### config.mk
export PLATFORM = sky130hd
export DESIGN_NAME = scoreboard_ctrl
export DESIGN_NICKNAME = d
export VERILOG_FILES = /design/src/rtl/scoreboard_ctrl.sv
export SDC_FILE = /design/constraint.sdc
export NUM_CORES = 1
export LEC_CHECK = 0
export CAP_MARGIN = 20
export CORE_ASPECT_RATIO = 0.75
export CORE_MARGIN = 1.5
export CORE_UTILIZATION = 45
export CTS_BUF_LIST = sky130_fd_sc_hd__clkbuf_16
export DETAILED_ROUTE_END_ITERATION = 12
export PLACE_DENSITY = 0.75
export SETUP_SLACK_MARGIN = 0.1
export SLEW_MARGIN = 20
export SYNTH_ARGS = -nofsm -noshare
export SYNTH_HDL_FRONTEND = slang
export SYNTH_SLANG_ARGS = --single-unit
### constraint.sdc
create_clock -name clk -period 5 [get_ports clk]
set_input_delay 1 -clock clk [delete_from_list [all_inputs] [get_ports clk]]
set_output_delay 1 -clock clk [all_outputs]
set_load 0.05 [all_outputs]
### src/rtl/scoreboard_ctrl.sv
// Decode->exec issue scoreboard: combinational grant (RAW/WAW/capacity), registered pending/count/stall outputs.
// Define SCOREBOARD_WB_BYPASS_EN to let a retiring register satisfy a dependent issue in the same cycle.
module scoreboard_ctrl #(
  parameter int REG_CNT        = 32,
  parameter int REG_ADDR_WIDTH = $clog2(REG_CNT),
  parameter int MAX_INFLIGHT   = 2,
  parameter int CNT_WIDTH      = 16
) (
  input  logic                      clk,
  input  logic                      rst,
  input  logic                      issue_valid,
  input  logic [REG_ADDR_WIDTH-1:0] issue_rd,
  input  logic [REG_ADDR_WIDTH-1:0] issue_rs1,
  input  logic [REG_ADDR_WIDTH-1:0] issue_rs2,
  input  logic                      issue_uses_rs1,
  input  logic                      issue_uses_rs2,
  input  logic                      issue_writes_rd,
  output logic                      issue_grant,
  input  logic                      wb_valid,
  input  logic [REG_ADDR_WIDTH-1:0] wb_rd,
  input  logic                      flush_valid,
  input  logic [REG_ADDR_WIDTH-1:0] flush_rd,
  output logic [REG_CNT-1:0]        pending_mask,
  output logic [2:0]                inflight_cnt,
  output logic [CNT_WIDTH-1:0]      stall_cycles,
  output logic                      underflow_err
);

  localparam logic [2:0] MAX_CNT = 3'(MAX_INFLIGHT);

  logic [REG_CNT-1:0] retire_clear;
  logic [REG_CNT-1:0] eff;
  logic [REG_CNT-1:0] set_vec;
  logic [REG_CNT-1:0] pending_next;
  logic               raw1, raw2, waw, full;
  logic [3:0]         cnt_sum, cnt_dec;
  logic               cnt_underflow;
  logic [2:0]         inflight_next;

  always_comb begin
    retire_clear = '0;
    if (wb_valid)    retire_clear[wb_rd]    = 1'b1;
    if (flush_valid) retire_clear[flush_rd] = 1'b1;
  end

`ifdef SCOREBOARD_WB_BYPASS_EN
  assign eff = pending_mask & ~retire_clear;
`else
  assign eff = pending_mask;
`endif

  // x0 is never tracked, so hazards on it are masked explicitly as well
  assign raw1 = issue_uses_rs1  && (issue_rs1 != '0) && eff[issue_rs1];
  assign raw2 = issue_uses_rs2  && (issue_rs2 != '0) && eff[issue_rs2];
  assign waw  = issue_writes_rd && (issue_rd  != '0) && eff[issue_rd];
  assign full = (inflight_cnt == MAX_CNT) && !wb_valid && !flush_valid;

  assign issue_grant = issue_valid && !rst && !raw1 && !raw2 && !waw && !full;

  always_comb begin
    set_vec = '0;
    if (issue_grant && issue_writes_rd && (issue_rd != '0))
      set_vec[issue_rd] = 1'b1;
    // set is ORed after the clear so a same-cycle reissue of rd wins
    pending_next    = (pending_mask & ~retire_clear) | set_vec;
    pending_next[0] = 1'b0;
  end

  always_comb begin
    cnt_sum       = {1'b0, inflight_cnt} + {3'b000, issue_grant};
    cnt_dec       = {3'b000, wb_valid} + {3'b000, flush_valid};
    cnt_underflow = cnt_dec > cnt_sum;
    inflight_next = cnt_underflow ? 3'd0 : 3'(cnt_sum - cnt_dec);
  end

  always_ff @(posedge clk) begin
    if (rst) begin
      pending_mask  <= '0;
      inflight_cnt  <= '0;
      stall_cycles  <= '0;
      underflow_err <= 1'b0;
    end else begin
      pending_mask  <= pending_next;
      inflight_cnt  <= inflight_next;
      if (cnt_underflow)
        underflow_err <= 1'b1;
      if (issue_valid && !issue_grant && (stall_cycles != '1))
        stall_cycles <= stall_cycles + 1'b1;
    end
  end

endmodule

; ---- Word-level counts from Yosys, hierarchy flattened
; Index checks and enable logic that the tools add are counted.
[classes]
shifts = 0
muxes = 15
reduce_logical = 32
div_mod_pow = 0
bitwise = 4
eq_ne = 2
magnitude_cmp = 9
addsub = 4
multipliers = 0
[op_table]
columns = op, count
row1 = $mux 32, 3
row2 = $or 32x32->32, 2
row3 = $and 32x32->32, 1
row4 = $not 32->32, 1
row5 = $lt 5x6->1 const B, 5
row6 = $logic_and 1x1->1, 20
row7 = $add 16x1->16 const B, 1
row8 = $ne 16x16->1 const B, 1
row9 = $bmux 1 s5, 3
row10 = $demux 1 s5, 3
row11 = $ge 5x1->1 const B, 3
row12 = $reduce_bool 5->1, 3
row13 = $logic_not 1->1, 8
row14 = $mux 1, 6
row15 = $add 3x1->4, 1
row16 = $gt 2x4->1, 1
row17 = $eq 3x2->1 const B, 1
row18 = $sub 3x2->3, 1
row19 = $add 1x1->2, 1
row20 = $reduce_or 2->1, 1
[word_totals]
reg_bits = 52
word_cells = 71
output_inout_bits = 53
n_memories = 0
latch_bits = 0
mem_bits_rw = 0
mem_bits_ro = 0

; ---- Depth between registers and ports, before layout
; Gate-level depths: netlist (run 1).
[depth]
depth_word = 12
ltp_mapped = 17
depth_no_buf = 13

; ---- Worst setup path after synthesis (run 1)
; OpenSTA, ideal clock, no wires.
[synth_timing]
kind = input port to flip-flop
startpoint = in issue_rd[0]
endpoint = reg inflight_cnt[2]
path_buffers = 4
setup_slack_ps = 701
t_required_ps = 4935
t_arrival_ps = 4234
setup_time_ps = 65
cell_stages = 16
path_cell_list = buf_4 > buf_6 > mux4_2 > a22oi_1 > nor2_1 > nor4_2 > o2111a_2 > buf_6 > buf_2 > ha_1 > ha_1 > ha_1 > a21oi_1 > a211oi_1 > or2_2 > nor2_1
[synth_via]
elab_chain_cells = 9
word_cells_on_any_way = 12
classes_between = add/sub: 2 / order compare: 1 / mux: 2 / reduce/logical: 7
[synth_lines]
columns = item, line_no
row1 = from (decl), 12  ; input logic [REG_ADDR_WIDTH-1:0] issue_rd,
row2 = $bmux 1 s5 or $reduce_bool 5->1 (tied branches), 55  ; assign waw = issue_writes_rd && (issue_rd != '0) && eff[issue_rd];
row3 = $mux 1 (implied by the code) or $logic_and 1x1->1 (tied branches), 55
row4 = $logic_and 1x1->1 *, 55
row5 = $logic_not 1->1 *, 58  ; assign issue_grant = issue_valid && !rst && !raw1 && !raw2 && !waw && !full;
row6 = $logic_and 1x1->1 * (2 in a row), 58
row7 = named net issue_grant, 18  ; output logic issue_grant,
row8 = $add 3x1->4 *, 70  ; cnt_sum = {1'b0, inflight_cnt} + {3'b000, issue_grant};
row9 = $gt 2x4->1, 72  ; cnt_underflow = cnt_dec > cnt_sum;
row10 = $reduce_or 2->1 (no line), n/a
row11 = to (signal assigned), 84  ; inflight_cnt <= inflight_next;
row12 = to (decl), 24  ; output logic [2:0] inflight_cnt,
; Mark *: on every way through the listed nets, which the timed path passes. The rest lies on a longest branch. The select of a mux whose other input is x is not followed.
; A chain may end at the register's enable or synchronous reset.

; ---- Worst setup path after layout (run 1)
[layout_timing]
startpoint = in issue_rd[0]
endpoint = reg inflight_cnt[2]
[layout_via]
elab_chain_cells = 9
word_cells_on_any_way = 12
classes_between = add/sub: 2 / order compare: 1 / mux: 2 / reduce/logical: 7
[layout_lines]
columns = item, line_no
row1 = $bmux 1 s5 or $reduce_bool 5->1 (tied branches), 55
row2 = $mux 1 (implied by the code) or $logic_and 1x1->1 (tied branches), 55
row3 = $logic_and 1x1->1 *, 55
row4 = $logic_not 1->1 *, 58
row5 = $logic_and 1x1->1 * (2 in a row), 58
row6 = $add 3x1->4 *, 70
row7 = $gt 2x4->1, 72
row8 = $reduce_or 2->1 (no line), n/a
; Mark *: on every way between the ends. The rest lies on a longest branch, timed or not. The select of a mux whose other input is x is not followed.

==> flow_summary.yaml, run 1 <==
drt:
  vias: 3723
  dr.pass1.iters: 5
  viasPerCell: 6.35
  drt_iter0_markers: 297
  wire_per_inst_um: 19.5
  drc: 0
  ant_nets: 0
  drt_wl_total_mm: 11.4
cts:
  clk_pin_slew_ps: 70
  cts_resized: 0
  cts_tree: "yes"
  cts_setup_buffers: 0
  clock_latency_ps: 290
  cts_hold_buf: 0
  ctsRootBufferMaster: "clkbuf_16"
  cts_htree_levels: 2
  cts.sinks: 51
  cts_buffer_depth: 2
  cts_inserted_buffers: 5
placement:
  io_buffers: 84
  gp_congestion: 0.877
  dp_hpwl_mm: 8.57
timing:
  worstMarginPinSlew_ps: 777
  setup_viol: 0
  max_clock_freq_ghz: 0.223
  hold_viol: 0
  final.setup.tns_ps: 0
  period_minus_slack_ps: 4480
  relSlewSlack: 0.481
  final_max_slew_viol_count: 0
  rsz0062_at_grt: "false"
  skew_ps: 9.22
  post-route-period-util: 0.896
die:
  start_util: 0.465
  die_h_um: 81.3
  core_area_um2: 7920
  fp.dieW_um: 107
  num_rows: 28
  io_pins: 86
  die-area_um2: 8730
synth:
  synth.largest_area_cell: "dfxtp_1"
  synth_cell_types: 53
  synth_area_leaders: "dfxtp_1 28%, mux4_2 8.6%, a22oi_1 5.5%"
  syn_area_per_cell_um2: 8.97
  ys.flop_type: "dfxtp_1"
  synth.ff_latch_count: 51
  yosysTopAreaCellShare: 0.278
  synth_cells: 410
  synth_top_cells_by_count: "51 x dfxtp_1, 27 x a22oi_1, 26 x nand3b_1"
  async_reset_ff_frac: 0
  synth_area_um2: 3680
  yosysMostFrequentCell: "dfxtp_1"
  ys_seq_area_frac: 0.278
  synth_edf_count: 0
  synthesis.nets: 452
  yosysWarnings: 0
layout:
  syn_to_final_growth_pct: 28.6
  fill_cells: 673
  drive_gt1_frac: 0.0998
  n_antenna_cell: 0
  finish.utilization: 0.598
  fin_nets: 522
global_route:
  grt_pass1_vias: 3361
  grt_start_max_net_pins: 54
  antenna_found_initial: 0
  grt-ovfl-total: 0
  grt_pass1_wl_mm: 17.8
  grtUsageTotal: 0.262
setup_path:
  path_cells: "clkdlybuf4s50_1 -> buf_4 -> mux4_2 -> a22oi_1 -> nor2_1 -> nor4_2 -> o2111a_2 -> ha_1 -> ha_1 -> ha_1 -> a211oi_1 -> or2_2 -> nor2_1"
  max_stage_delay_ps: 750
  r2r_start: "pending_mask[28]"
  cp.arrival_ps: 4670
  crit_path_frequent_cell: "ha_1"
  r2r_end: "inflight_cnt[2]"
  worstSetupStartpointType: "primary input"
  required_ps: 5190
  r2r_cells: 11
  slowest_stage: "clkdlybuf4s50_1"
  worstSetupEndpointType: "register"
  ff2ff_setup_slack_ps: 1760
  crit_type: "primary input to register"
  crit_path_start: "issue_rd[0]"
  crit_fanout: 8
run_status:
  outcome: "complete, no violations"
min_path:
  min_from: "underflow_err"
  hold_depth: 2
  min_to: "underflow_err"
  hold_path_class: "register to register"
power_and_ir_drop:
  p_comb_frac: 0.272
  p_int_w: 0.000785
  netSwitchingPower_w: 0.000366
  max-vdd-ir-drop_mv: 0.135
  sw_frac_of_total: 0.318
  seqPwrFrac: 0.383
  cellLeakagePower_nw: 1.61
  clockPowerShare: 0.345
  p_per_area_nw_per_um2: 243
flow_run:
  drv_cap: 0
## stage by stage
| step | instances | cell area, µm² | total power [W] | setup slack (ps) | hold WS [ps] |
|---|---|---|---|---|---|
| floorplan | 410 | 3680 | 0.000657 | 701 | 697 |
| global placement | 578 | 4560 | 0.000752 | 403 | 469 |
| detailed placement | 578 | 4560 | 0.000761 | 245 | 469 |
| CTS | 586 | 4730 | 0.00116 | 530 | 485 |
| global route | 586 | 4730 | 0.00120 | 264 | 508 |
| finish | 586 | 4730 | 0.00115 | 521 | 476 |
## worst max-delay path, delay by kind of cell
kind	cells	cell delay, ps
buf+inv	2	1010
compound gates	3	860
fa+ha+maj	3	830
mux	1	500
simple gates	4	460
## worst max path at each step
stage / end / cells past startpoint
global placement: inflight_cnt[2] / 14
floorplan: inflight_cnt[2] / 16
finish: inflight_cnt[2] / 13
CTS: inflight_cnt[2] / 14
global route: inflight_cnt[2] / 13
detailed placement: inflight_cnt[2] / 14
## kinds of logic (layout without fill, tap and decap cells)
group | Yosys count | count (layout) | share of synthesized area
adders and majority gates | 9 | 9 | 0.0327
buffers and inverters | 39 | 110 | 0.0531
muxes | 35 | 35 | 0.153
AOI/OAI and AO/OA | 108 | 108 | 0.205
other | 1 | 1 | 0.00102
DFF | 51 | 51 | 0.278
and+or+nand+nor | 165 | 165 | 0.273
xor gates and xnor gates | 2 | 2 | 0.00476
## per-layer routing
metal	GRT usage	share of wire	vias to the layer above
li1	-	-	1730
met1	0.398	0.46	1767
met4	0.0513	0.0083	0
met5	0	0	-
met2	0.372	0.42	217
met3	0.0650	0.12	9
## power groups by stage
stage | logic [W] | registers [W] | clock network, W
floorplan | 0.000155 | 0.000502 | 0
global placement | 0.000303 | 0.000450 | 0
detailed placement | 0.000311 | 0.000450 | 0
CTS | 0.000312 | 0.000440 | 0.000404
global route | 0.000335 | 0.000443 | 0.000420
finish | 0.000314 | 0.000441 | 0.000397
## layout make-up
| type | instances | area [µm²] | share of cell area |
|---|---|---|---|
| Sequential cell | 51 | 1020 | 0.216 |
| Clock inverter | 3 | 46.3 | 0.00979 |
| Tap cell | 105 | 131 | 0.0278 |
| Multi-Input combinational cell | 320 | 2460 | 0.520 |
| Timing Repair Buffer | 91 | 903 | 0.191 |
| Clock buffer | 5 | 125 | 0.0264 |
| Inverter | 11 | 41.3 | 0.00873 |
## registers in the layout, indices dropped and copies added, names as in the netlist
signal,cells
inflight_cnt,3
pending_mask,31
stall_cycles,16
underflow_err,1
## cell usage in the layout, fill, tap and decap left out, types with 8 or more instances in the layout
cell type and count:
nand3b_1 26, a22oi_1 27, ha_1 8, o31ai_1 18
nor3b_1 11, nor2_1 23, inv_1 11, or4_1 10
a21oi_1 19, nor2b_1 10, nand3_1 13, and3_1 8
dfxtp_1 51, clkdlybuf4s50_1 83, a221oi_1 9, nand2b_1 9
nand2_1 25, mux4_2 14, o21ai_0 20, mux2i_1 14
(Power assumes the default switching activity.)
==> inputs of run 2 (changes only) <==
ABC_AREA = 0   (was default)
CORE_UTILIZATION = 50   (was 45)
PLACE_DENSITY = 0.82   (was 0.75)
==> flow_summary.yaml, run 2 (synthesized netlist as in run 1, its figures left out) <==
power_and_ir_drop:
  p_per_area_nw_per_um2: 234
  max-vdd-ir-drop_mv: 0.194
  p_int_w: 0.000733
  netSwitchingPower_w: 0.000367
  p_comb_frac: 0.288
  clockPowerShare: 0.311
  sw_frac_of_total: 0.334
  seqPwrFrac: 0.400
  cellLeakagePower_nw: 1.61
drt:
  met2_length_mm: 5.09
  wl_met3_mm: 1.44
  drt_iter0_markers: 428
  wl_met1_mm: 5.07
  vias: 3822
  wire_per_inst_um: 20.3
  viasPerCell: 6.59
  drc: 0
  drt_wl_total_mm: 11.8
  top_layer: "met4"
  ant_nets: 0
  dr.pass1.iters: 5
timing:
  setup_viol: 0
  worstMarginPinSlew_ps: 853
  final_max_slew_viol_count: 0
  period_minus_slack_ps: 4420
  max_clock_freq_ghz: 0.226
  skew_ps: 9.80
  relSlewSlack: 0.430
  rsz0062_at_grt: "false"
  final.setup.tns_ps: 0
  hold_viol: 0
  post-route-period-util: 0.883
layout:
  finish.utilization: 0.676
  n_antenna_cell: 0
  regMostFlops: "pending_mask"
  stdcell_count: 580
  fin_nets: 523
  drive_gt1_frac: 0.0996
  largest_reg_flops: 31
  reg.largest.list: "pending_mask x31, stall_cycles x16, inflight_cnt x3"
  syn_to_final_growth_pct: 27.9
  layout_common_cells: "83 x clkdlybuf4s50_1, 51 x dfxtp_1, 27 x a22oi_1"
  final_common_cell: "clkdlybuf4s50_1"
cts:
  cts_tree: "yes"
  ctsRootBufferMaster: "clkbuf_16"
  cts_setup_buffers: 0
  cts_buffer_depth: 2
  cts_inserted_buffers: 5
  clk_pin_slew_ps: 70
  cts.sinks: 51
  cts_htree_levels: 2
  cts_hold_buf: 0
  clock_latency_ps: 290
  cts_resized: 0
setup_path:
  required_ps: 5230
  cp_top_family: "simple AND/OR/NAND/NOR gates"
  ff2ff_setup_slack_ps: 1760
  path_cells: "clkdlybuf4s50_1 -> mux4_2 -> nor2b_1 -> nor4_1 -> nor4_2 -> o2111a_2 -> ha_1 -> ha_1 -> ha_1 -> a21oi_1 -> a211oi_1 -> or2_2 -> nor2_1"
  worstSetupStartpointType: "primary input"
  cp.arrival_ps: 4640
  crit_type: "primary input to register"
  timing.critical_path.buf_inv: 1
  slowest_stage: "clkdlybuf4s50_1"
  worstSetupEndpointType: "register"
  crit_path_frequent_cell: "ha_1"
  max_stage_delay_ps: 810
  crit_fanout: 9
flow_run:
  drv_cap: 0
die:
  die-area_um2: 7890
  start_util: 0.528
  core_area_um2: 6960
  num_rows: 26
  die_h_um: 77.3
  io_pins: 86
  fp.dieW_um: 102
run_status:
  outcome: "complete, no violations"
placement:
  dp_cells: 572
  dp_hpwl_mm: 8.68
  io_buffers: 84
  gp_congestion: 0.964
global_route:
  antenna_found_initial: 0
  grtUsageTotal: 0.295
  grt_pass1_wl_mm: 18.2
  grt_pass1_vias: 3439
  grt_start_max_net_pins: 54
  grt-ovfl-total: 0
min_path:
  hold_path_class: "register to register"
[run 2: changes by cell type in the layout (fill, tap and decap cells not counted), sizes merged]
cell,before,now
buf,8,9
bufinv,1,0
inv,12,13
[run 2: power by group through the flow]
| stage | clock network, W | registers (W) | logic (W) |
|---|---|---|---|
| after floorplan | 0 | 0.000502 | 0.000155 |
| after global placement | 0 | 0.000450 | 0.000302 |
| after detailed placement | 0 | 0.000449 | 0.000313 |
| after CTS | 0.000341 | 0.000440 | 0.000316 |
| after global routing | 0.000364 | 0.000444 | 0.000340 |
| final | 0.000343 | 0.000440 | 0.000317 |
[run 2: layout make-up]
| cell class | instances | area (µm²) |
|---|---|---|
| Tap cell | 98 | 123 |
| Sequential cell | 51 | 1020 |
| Clock inverter | 3 | 20.0 |
| Multi-Input combinational cell | 320 | 2460 |
| Inverter | 11 | 41.3 |
| Clock buffer | 5 | 125 |
| Timing Repair Buffer | 92 | 911 |
| Fill cell | 567 | 2260 |
[run 2: worst paths after layout]
kind / cells past startpoint / from / endpoint
max: 13 / issue_rd[0] / inflight_cnt[0]
min: 2 / underflow_err / underflow_err
max reg2reg: 12 / pending_mask[3] / inflight_cnt[0]
min reg2reg: 2 / underflow_err / underflow_err
[run 2: tightest hold or removal path, cell delays in order, from the launching register on]
cell and delay (ps):
dfxtp_1 330, nor2_1 50, nor2_1 70
[run 2: per-stage QoR]
step	instance area [µm²]	worst slack (ps)	hold slack, ps	power, W
floorplan	3680	701	697	0.000657
global placement	4560	417	469	0.000751
detailed placement	4560	232	467	0.000763
CTS	4700	532	483	0.00110
global route	4700	356	524	0.00115
finish	4700	585	482	0.00110
[run 2: metal layers]
metal  track usage  vias up
met2         0.419      265
met1         0.453     1805
met3        0.0629       20
li1              -     1732
met4        0.0644        0
met5             0        -
==> inputs of run 3 (changes only) <==
CORE_ASPECT_RATIO = 0.7   (was 0.75)
==> flow_summary.yaml, run 3 (synthesized netlist as in run 1, its figures left out) <==
layout:
  stdcell_count: 575
  drive_gt1_frac: 0.0998
  regMostFlops: "pending_mask"
  reg.largest.list: "pending_mask x31, stall_cycles x16, inflight_cnt x3"
  fill_cells: 560
  layout_common_cells: "83 x clkdlybuf4s50_1, 51 x dfxtp_1, 27 x a22oi_1"
  syn_to_final_growth_pct: 28.2
  largest_reg_flops: 31
  finish.utilization: 0.679
  final_cell_area_um2: 4720
  final_common_cell: "clkdlybuf4s50_1"
  fin_nets: 522
  n_antenna_cell: 0
die:
  start_util: 0.530
  die-area_um2: 7890
  fp.dieW_um: 106
  num_rows: 25
  core_area_um2: 6940
  io_pins: 86
  die_h_um: 74.8
min_path:
  hold_path_class: "register to register"
cts:
  cts_setup_buffers: 0
  clk_pin_slew_ps: 70
  cts_inserted_buffers: 5
  cts_htree_levels: 2
  cts_resized: 0
  cts_tree: "yes"
  clock_latency_ps: 290
  cts_buffer_depth: 2
  ctsRootBufferMaster: "clkbuf_16"
  cts_hold_buf: 0
  cts.sinks: 51
placement:
  dpl-instance-area_um2: 4550
  io_buffers: 84
  gp_congestion: 0.963
  dp_cells: 567
  dp_hpwl_mm: 8.57
power_and_ir_drop:
  clockPowerShare: 0.348
  p_per_area_nw_per_um2: 246
  seqPwrFrac: 0.379
  max-vdd-ir-drop_mv: 0.203
  p_int_w: 0.000785
  netSwitchingPower_w: 0.000374
  power_w: 0.00116
  cellLeakagePower_nw: 1.61
  p_comb_frac: 0.273
  sw_frac_of_total: 0.322
drt:
  met2_length_mm: 4.99
  viasPerCell: 6.70
  dr.pass1.iters: 6
  wl_met1_mm: 5.10
  vias: 3851
  ant_nets: 0
  drt_iter0_markers: 409
  drc: 0
  top_layer: "met4"
  wire_per_inst_um: 20.7
  drt_wl_total_mm: 11.9
  wl_met3_mm: 1.68
timing:
  period_minus_slack_ps: 4470
  hold_viol: 0
  rsz0062_at_grt: "false"
  final_max_slew_viol_count: 0
  final.setup.tns_ps: 0
  post-route-period-util: 0.894
  relSlewSlack: 0.439
  setup_viol: 0
  skew_ps: 3.58
  max_clock_freq_ghz: 0.224
  worstMarginPinSlew_ps: 839
global_route:
  grt_start_max_net_pins: 54
  grt-ovfl-total: 0
  grt_pass1_vias: 3520
  grt_pass1_wl_mm: 18.1
  grtUsageTotal: 0.293
  antenna_found_initial: 0
setup_path:
  required_ps: 4000
  worstSetupEndpointType: "primary output"
  cp.arrival_ps: 3470
  worstSetupStartpointType: "primary input"
  crit_fanout: 9
  crit_type: "primary input to primary output"
flow_run:
  drv_cap: 0
run_status:
  outcome: "complete, no violations"
[run 3: changes by cell type in the layout (fill, tap and decap cells not counted)]
cell / change
buf_4: -1
bufinv_16: +1
inv_1: -1
[run 3: through the flow]
step / setup slack, ps / hold WS [ps]
after floorplan: 701 / 697
after global placement: 406 / 468
after detailed placement: 278 / 470
after CTS: 535 / 486
after global routing: 325 / 513
final: 531 / 475
[run 3: power by group through the flow]
stage                     registers [W]  clock network [W]  logic, W
final                          0.000440           0.000403  0.000316
after global routing           0.000442           0.000420  0.000341
after CTS                      0.000439           0.000398  0.000315
after detailed placement       0.000449                  0  0.000313
after global placement         0.000449                  0  0.000301
after floorplan                0.000502                  0  0.000155
[run 3: cell type report]
type,count,area (µm²),area share
multi-input combinational,320,2460,0.522
sequential,51,1020,0.216
timing repair buffer,91,903,0.192
clock buffer,5,125,0.0265
tap,94,118,0.0249
clock inverter,3,46.3,0.00981
inverter,11,41.3,0.00875
[run 3: final timing paths]
check,start,to,slack (ps),cells past startpoint
setup reg to reg,pending_mask[19],inflight_cnt[2],1740,12
hold reg to reg,underflow_err,underflow_err,480,2
setup / recovery,issue_rd[0],issue_grant,530,7
hold / removal,underflow_err,underflow_err,480,2
[run 3: critical path, stage by stage]
cell             delay (ps)
clkdlybuf4s50_1         800
mux4_2                  570
nor2b_1                 160
nor4_1                  100
nor4_2                  310
o2111a_2                350
buf_12                  170
[run 3: per-layer routing]
metal,up-vias,GRT usage
li1,1730,-
met1,1819,0.414
met2,283,0.445
met3,19,0.0961
met4,0,0.0541
met5,-,0
